### src/rtl/seq_mult_if.sv
// Execute-stage multiplier bus.
// Groups the pipeline-facing signals of seq_mult_unit.
//   master : the pipeline side. It drives the control code, valid, operands and flush,
//            and it receives the product halves and the status flags.
//   slave  : the multiplier unit itself.
// The clock and reset are kept as plain ports on the unit, outside this bus.
interface seq_mult_if #(
    parameter int WIDTH = 32
);
    logic [3:0]       ctrl_i;       // ALU control code
    logic             valid_i;      // instruction in execute is valid
    logic [WIDTH-1:0] src1_i;       // multiplicand, two's complement
    logic [WIDTH-1:0] src2_i;       // multiplier, two's complement
    logic             flush_i;      // synchronous abort
    logic [WIDTH-1:0] result_lo_o;  // low half of the product
    logic [WIDTH-1:0] result_hi_o;  // high half of the product
    logic             done_o;       // one-cycle product-valid pulse
    logic             busy_o;       // unit not idle
    logic             stall_o;      // hold upstream pipeline registers

    modport master (
        output ctrl_i, valid_i, src1_i, src2_i, flush_i,
        input  result_lo_o, result_hi_o, done_o, busy_o, stall_o
    );

    modport slave (
        input  ctrl_i, valid_i, src1_i, src2_i, flush_i,
        output result_lo_o, result_hi_o, done_o, busy_o, stall_o
    );
endinterface

### src/rtl/seq_mult_unit.sv
// Multi-cycle signed multiplier for the execute stage.
// It runs a radix-2 shift-add on the operand magnitudes for WIDTH cycles.
// It then applies the sign and registers a 2*WIDTH-bit product as hi/lo halves.
// Ports:
//   clk_i  : clock, rising edge.
//   rst_i  : asynchronous, active-low reset.
//   bus    : seq_mult_if.slave, which carries the control code, valid, operands,
//            flush, the hi/lo result, done, busy and stall.
module seq_mult_unit #(
    parameter int         WIDTH     = 32,
    parameter logic [3:0] MULT_CODE = 4'b0011
) (
    input  logic       clk_i,
    input  logic       rst_i,
    seq_mult_if.slave  bus
);
    localparam int CNT_W = (WIDTH > 1) ? $clog2(WIDTH) : 1;

    typedef enum logic [1:0] {IDLE, CALC, DONE} state_t;

    state_t             state_q, state_d;
    logic [CNT_W-1:0]   count_q, count_d;
    logic [WIDTH-1:0]   mcand_q, mcand_d;
    // Upper half is the accumulator; lower half starts as the multiplier and
    // fills with product bits as it shifts out.
    logic [2*WIDTH-1:0] prod_q, prod_d;
    logic               sign_q, sign_d;
    logic [WIDTH-1:0]   res_lo_q, res_lo_d;
    logic [WIDTH-1:0]   res_hi_q, res_hi_d;
    logic               done_q, done_d;

    logic               start_cond, start;
    logic [WIDTH-1:0]   mag1, mag2;
    logic [WIDTH:0]     sum;
    logic [2*WIDTH:0]   shift_src;
    logic [2*WIDTH-1:0] prod_next, prod_final;

    always_comb begin
        // NOTE: every always_comb target gets a default first so no path leaves it
        // unassigned; otherwise synthesis infers a latch.
        state_d  = state_q;
        count_d  = count_q;
        mcand_d  = mcand_q;
        prod_d   = prod_q;
        sign_d   = sign_q;
        res_lo_d = res_lo_q;
        res_hi_d = res_hi_q;
        done_d   = 1'b0;

        start_cond = bus.valid_i && (bus.ctrl_i == MULT_CODE) && !bus.flush_i;
        start      = start_cond && (state_q == IDLE);

        // The magnitude of the most negative value wraps to 2^(WIDTH-1).
        // That value is still correct when it is read as unsigned.
        mag1 = bus.src1_i[WIDTH-1] ? (~bus.src1_i + WIDTH'(1)) : bus.src1_i;
        mag2 = bus.src2_i[WIDTH-1] ? (~bus.src2_i + WIDTH'(1)) : bus.src2_i;

        // One shift-add step. The carry of the upper-half add is kept and shifted back in.
        sum        = {1'b0, prod_q[2*WIDTH-1:WIDTH]}
                   + {1'b0, (prod_q[0] ? mcand_q : {WIDTH{1'b0}})};
        shift_src  = {sum, prod_q[WIDTH-1:0]};
        prod_next  = shift_src[2*WIDTH:1];
        prod_final = sign_q ? (~prod_next + (2*WIDTH)'(1)) : prod_next;

        unique case (state_q)
            IDLE: begin
                if (start) begin
                    mcand_d = mag1;
                    prod_d  = {{WIDTH{1'b0}}, mag2};
                    sign_d  = bus.src1_i[WIDTH-1] ^ bus.src2_i[WIDTH-1];
                    count_d = '0;
                    state_d = CALC;
                end
            end
            CALC: begin
                prod_d  = prod_next;
                count_d = count_q + CNT_W'(1);
                if (count_q == CNT_W'(WIDTH-1)) begin
                    res_hi_d = prod_final[2*WIDTH-1:WIDTH];
                    res_lo_d = prod_final[WIDTH-1:0];
                    done_d   = 1'b1;
                    state_d  = DONE;
                end
            end
            DONE:    state_d = IDLE;
            default: state_d = IDLE;
        endcase

        // A flush beats everything, including a product finishing on the same edge.
        if (bus.flush_i) begin
            state_d  = IDLE;
            done_d   = 1'b0;
            res_hi_d = res_hi_q;
            res_lo_d = res_lo_q;
        end
    end

    // NOTE: every register here is reset, including the datapath. The reset
    // values are externally visible on the result ports, so they must be defined.
    always_ff @(posedge clk_i or negedge rst_i) begin
        if (!rst_i) begin
            state_q  <= IDLE;
            count_q  <= '0;
            mcand_q  <= '0;
            prod_q   <= '0;
            sign_q   <= 1'b0;
            res_lo_q <= '0;
            res_hi_q <= '0;
            done_q   <= 1'b0;
        end else begin
            // NOTE: non-blocking assignments, so every flop samples the pre-edge values.
            state_q  <= state_d;
            count_q  <= count_d;
            mcand_q  <= mcand_d;
            prod_q   <= prod_d;
            sign_q   <= sign_d;
            res_lo_q <= res_lo_d;
            res_hi_q <= res_hi_d;
            done_q   <= done_d;
        end
    end

    assign bus.result_lo_o = res_lo_q;
    assign bus.result_hi_o = res_hi_q;
    assign bus.done_o      = done_q;
    assign bus.busy_o      = (state_q != IDLE);
    // Stall is low in DONE, so the pipeline advances and captures the product.
    // It is also gated by reset, so all outputs sit at zero while reset is held.
    assign bus.stall_o     = rst_i && (((state_q == IDLE) && start_cond) || (state_q == CALC));

endmodule
### src/flat_wrapper.sv
// flat-port wrapper written by rule: the top's interface ports become plain ports
module seq_mult_unit_flat 
#(
    parameter int         WIDTH     = 32,
    parameter logic [3:0] MULT_CODE = 4'b0011
)
  (clk_i, rst_i, bus_ctrl_i, bus_valid_i, bus_src1_i, bus_src2_i, bus_flush_i, bus_result_lo_o, bus_result_hi_o, bus_done_o, bus_busy_o, bus_stall_o);
  seq_mult_if #(.WIDTH(WIDTH)) bus_i ();
  input  logic clk_i;
  input  logic rst_i;
  input wire logic [$bits(bus_i.ctrl_i)-1:0] bus_ctrl_i;
  input wire logic [$bits(bus_i.valid_i)-1:0] bus_valid_i;
  input wire logic [$bits(bus_i.src1_i)-1:0] bus_src1_i;
  input wire logic [$bits(bus_i.src2_i)-1:0] bus_src2_i;
  input wire logic [$bits(bus_i.flush_i)-1:0] bus_flush_i;
  output wire logic [$bits(bus_i.result_lo_o)-1:0] bus_result_lo_o;
  output wire logic [$bits(bus_i.result_hi_o)-1:0] bus_result_hi_o;
  output wire logic [$bits(bus_i.done_o)-1:0] bus_done_o;
  output wire logic [$bits(bus_i.busy_o)-1:0] bus_busy_o;
  output wire logic [$bits(bus_i.stall_o)-1:0] bus_stall_o;
  assign bus_i.ctrl_i = bus_ctrl_i;
  assign bus_i.valid_i = bus_valid_i;
  assign bus_i.src1_i = bus_src1_i;
  assign bus_i.src2_i = bus_src2_i;
  assign bus_i.flush_i = bus_flush_i;
  assign bus_result_lo_o = bus_i.result_lo_o;
  assign bus_result_hi_o = bus_i.result_hi_o;
  assign bus_done_o = bus_i.done_o;
  assign bus_busy_o = bus_i.busy_o;
  assign bus_stall_o = bus_i.stall_o;
  seq_mult_unit #(.WIDTH(WIDTH), .MULT_CODE(MULT_CODE)) u_core (.clk_i(clk_i), .rst_i(rst_i), .bus(bus_i));
endmodule
### config.mk
export PLATFORM = sky130hd
export DESIGN_NAME = seq_mult_unit_flat
export DESIGN_NICKNAME = d
export VERILOG_FILES = /design/src/rtl/seq_mult_if.sv /design/src/rtl/seq_mult_unit.sv /design/src/flat_wrapper.sv
export SDC_FILE = /design/constraint.sdc
export NUM_CORES = 1
export LEC_CHECK = 0
export CORE_MARGIN = 8
export CORE_UTILIZATION = 52
export CTS_CLUSTER_DIAMETER = 100
export DETAILED_ROUTE_END_ITERATION = 10
export PLACE_DENSITY = 0.78
export SLEW_MARGIN = 40
export SYNTH_ARGS = -nofsm -noshare
export SYNTH_HDL_FRONTEND = slang
export SYNTH_SLANG_ARGS = --single-unit
### constraint.sdc
create_clock -name clk_i -period 4 [get_ports clk_i]
set_input_delay 0.8 -clock clk_i [delete_from_list [all_inputs] [get_ports clk_i]]
set_output_delay 0.8 -clock clk_i [all_outputs]
set_load 0.005 [all_outputs]
==> metrics list <==
- The run finished with clean final reports.
- PortBufs: roughly 140
- Area grow syn2layout: 22.2%
* Final clock period utilization by the worst path: 95.9%
- The via count of the first global-routing pass is 10.2k.
- Overall via count from detail_route: 10.5k
- All-layer global routing usage: 24.1%
- Required time of the critical path: 4.29 ns
* Final hold violation count: 0
- The number of antenna violations at the first check in global routing is 1.
- Core outline area: 21900 µm²
* Post-placement worst setup slack: 0.144 ns
- The clock passes through at most 2 buffers.
- Category of the critical setup timing path: reg2reg
- Crit path setup slack, layout: 0.163 ns
* Number of levels in the clock H-tree: 4
* Power density relative to cell area: 599 nW/µm²
* Reported leakage power: 0.00611 µW
* Total Routed Length: about 33000 µm
- Across the routed clock network, the largest skew measured is 0.0131 ns.
* Async set-or-reset flop fraction in the synthesized netlist: 100%
- Setup TNS: 0 ns
- For this run the aggregate overflow at the end of global routing stands at 0.
- 1st-iter DRT viols: ~880
* Top cells by area, synth: dfrtp_1 (36%), o21ai_0 (8.4%), xor2_1 (7.5%)
* Headroom to the max-slew limit: 54.7%
* Hold/Removal Path Class: in2async
- The design draws around 8500 µW.
* Number of placed I/O pins: 139
- IR analysis of the VDD net gives a maximum drop of 338 µV.
- Most used flip-flop cell after synthesis: dfrtp_1
- At the pin with the least slew margin, the transition time is 0.680 ns.
- Synth Net Count: 1442
- Die Span X: 165 µm
- Initial standard-cell utilization of the core: 53.0%
* Sequential-to-total area share from yosys stat: 36.5%
- DRT antenna net count: 0
- The cell area that synthesis handed to floorplanning was between 10000 and 15000 µm².
- Mapped Cells: roughly 1.3k
* Ratio of routed vias to standard cells: 5.89
- The first global-routing pass estimated 52800 µm of wire.
- The worst setup path is launched from a flop.
* Clock root buffer: clkbuf_16
* Highest attainable clock frequency: roughly 260 MHz
- The first detailed-routing pass ran for 5 iterations.
- After legalization and detailed placement, the total HPWL measured 24700 µm.
- Of all nets on the critical path, the largest fanout is 7.
- The synthesized design contains 0 enable-type register cells.
* Area fraction of the dominant cell type after synthesis: 36.5%
- Counting the buffers created by CTS gives 17.
- TritonCTS built the clock tree.
* Share of layout cells above drive strength 1: 12.0%
* Die area: 27300 µm²
- The largest total area in the synthesized netlist belongs to dfrtp_1.
* Clock sinks: 169
- Number of distinct standard cells referenced by the synthesized netlist: 95
* Latest clock arrival within the worst-skew pair: 0.44 ns
- The synthesized design contains between 150 and 200 register bits.
- STA classifies the critical path endpoint as a flop.
- DRC violations left: 0
- Max capacitance violation total: 0
- Final setup violation count: 0
- Post-synthesis area per instance: ~8.7 µm²
* Final Slew Violations: 0
* Data arrival at the endpoint of the critical path: 4.13 ns
- Vert. Die Dim: roughly 170 µm
* Final nets: 1596
- Routed length per placed instance: 18.3 µm
* Clock slew at reported path FFs: about 0.08 ns
* Pin count of the biggest net entering global routing: 74
- Global placer's final weighted congestion: around 0.95
- During synthesis, Yosys emitted a total of 0 warnings.
- Crit path time final: 3.84 ns
- Std-Cell Rows: 54
-- routing by layer --
metal / global-route usage (%) / share of wire (%)
met5: 0 / 0
met4: 7.39 / 2.4
met1: 32.3 / 45
met3: 4.61 / 5.7
met2: 38.8 / 47
-- worst paths after layout --
path / from / to / slack [ns] / cells past startpoint
max in group asynchronous: rst_i / u_core.bus.result_hi_o[20]$_DFFE_PN0P_ / 2.64 / 2
min: rst_i / u_core.bus.result_hi_o[1]$_DFFE_PN0P_ / 0.29 / 1
max reg2reg: u_core.prod_q[0]$_DFFE_PN0P_ / u_core.bus.result_hi_o[31]$_DFFE_PN0P_ / 0.16 / 14
min reg2reg: u_core.bus.result_hi_o[17]$_DFFE_PN0P_ / u_core.bus.result_hi_o[17]$_DFFE_PN0P_ / 0.47 / 2
max: u_core.prod_q[0]$_DFFE_PN0P_ / u_core.bus.result_hi_o[31]$_DFFE_PN0P_ / 0.16 / 14
min in group clk_i: u_core.bus.result_hi_o[17]$_DFFE_PN0P_ / u_core.bus.result_hi_o[17]$_DFFE_PN0P_ / 0.47 / 2
-- kinds of logic (layout without fill, tap and decap cells) --
family | count (synthesis) | in the layout | synth area share (%)
AND/OR/NAND/NOR | 470 | 470 | 20.8
other | 0 | 1 | 0
buffers and inverters | 100 | 267 | 4.06
AO/OA/AOI/OAI | 405 | 405 | 22.8
multiplexers | 11 | 11 | 0.981
XOR/XNOR | 139 | 139 | 10.8
flip-flops | 169 | 169 | 36.5
adder cells (fa/ha/maj) | 38 | 38 | 4.16
-- synthesized netlist by cell type (4+ instances only) --
cell	n
nor3_1	19
buf_2	6
inv_1	17
and2_1	41
xor2_1	99
ha_1	37
nor2b_1	8
a21o_1	17
nand2b_1	4
a21boi_0	4
a21oi_1	27
o21ai_1	14
o41ai_1	13
clkbuf_1	61
o21ai_0	194
and3_1	6
or4_1	9
nand4b_1	4
o221ai_1	5
a31oi_1	6
mux2i_1	8
nand3_1	49
a22oi_1	31
xnor2_1	36
nor4_1	9
nor2_1	40
o31ai_1	36
o211ai_1	7
buf_1	6
nand3b_1	5
nand4_1	16
or2_2	7
nand2_1	209
buf_6	4
or3_1	18
or4_4	4
dfrtp_1	169
-- repair_timing --
action	4_1_cts	5_1_grt
setup buffers	0	3
gates resized for setup	0	11
hold buffers	0	0
endpoints found under the setup margin	0	11
-- placed cells by master (no fill, tap or decap), drive strengths merged, types with 6 or more instances in the layout --
master         instances
and2                  41
o21ai                209
o41ai                 15
a21o                  17
inv                   21
mux2i                  8
clkdlybuf4s50        136
nand3                 49
a31oi                  7
a22oi                 31
or3                   19
o31ai                 38
a31o                   6
nand4                 20
dfrtp                169
clkinv                 6
buf                   82
nor2b                  8
ha                    37
a21oi                 27
clkbuf                18
nand2                209
nor3                  20
and3                   7
or2                    7
xor2                 101
o211ai                 8
nor2                  41
or4                   13
nor4                  10
xnor2                 38
-- power by group --
part,internal [µW],switching (µW)
logic,1930,2440
registers,2100,390
clock network,873,760
total,4900,3590
-- worst max-delay path, stage by stage (launching register included) --
cell and delay, ns:
dfrtp_1 0.42, and2_1 0.16, ha_1 0.20, fa_1 0.39, a21o_1 0.23, a221oi_4 0.31, buf_4 0.18, o21ai_1 0.09
o21a_1 0.25, or3_1 0.43, a211oi_4 0.33, nand4_4 0.15, o41ai_2 0.33, xnor2_1 0.15, o21ai_1 0.07
-- cell type report --
cell class / count / area [µm²]
Inverter: 17 / 63.8
Timing Repair Buffer: 218 / 1990
Clock inverter: 14 / 144
Tap cell: 280 / 350
Fill cell: 1890 / 7720
Clock buffer: 18 / 429
Antenna cell: 1 / 2.50
Multi-Input combinational cell: 1063 / 6960
Sequential cell: 169 / 4230
-- through the flow --
step	hold slack (ns)	instance area, µm²	cells	util (%)
global route	0.310	14200	1780	64.7
global placement	0.451	13500	1744	61.8
CTS	0.304	14100	1776	64.4
detailed placement	0.460	13500	1744	61.8
finish	0.292	14200	1780	64.7
floorplan	0.442	11600	1332	-
-- registers in the layout, indices dropped and copies added (netlist names) --
register	count
u_core.bus.done_o	1
u_core.bus.result_hi_o	32
u_core.bus.result_lo_o	32
u_core.count_q	5
u_core.mcand_q	32
u_core.prod_q	64
u_core.sign_q	1
u_core.state_q	2
Power figures use the tool's default switching activity.
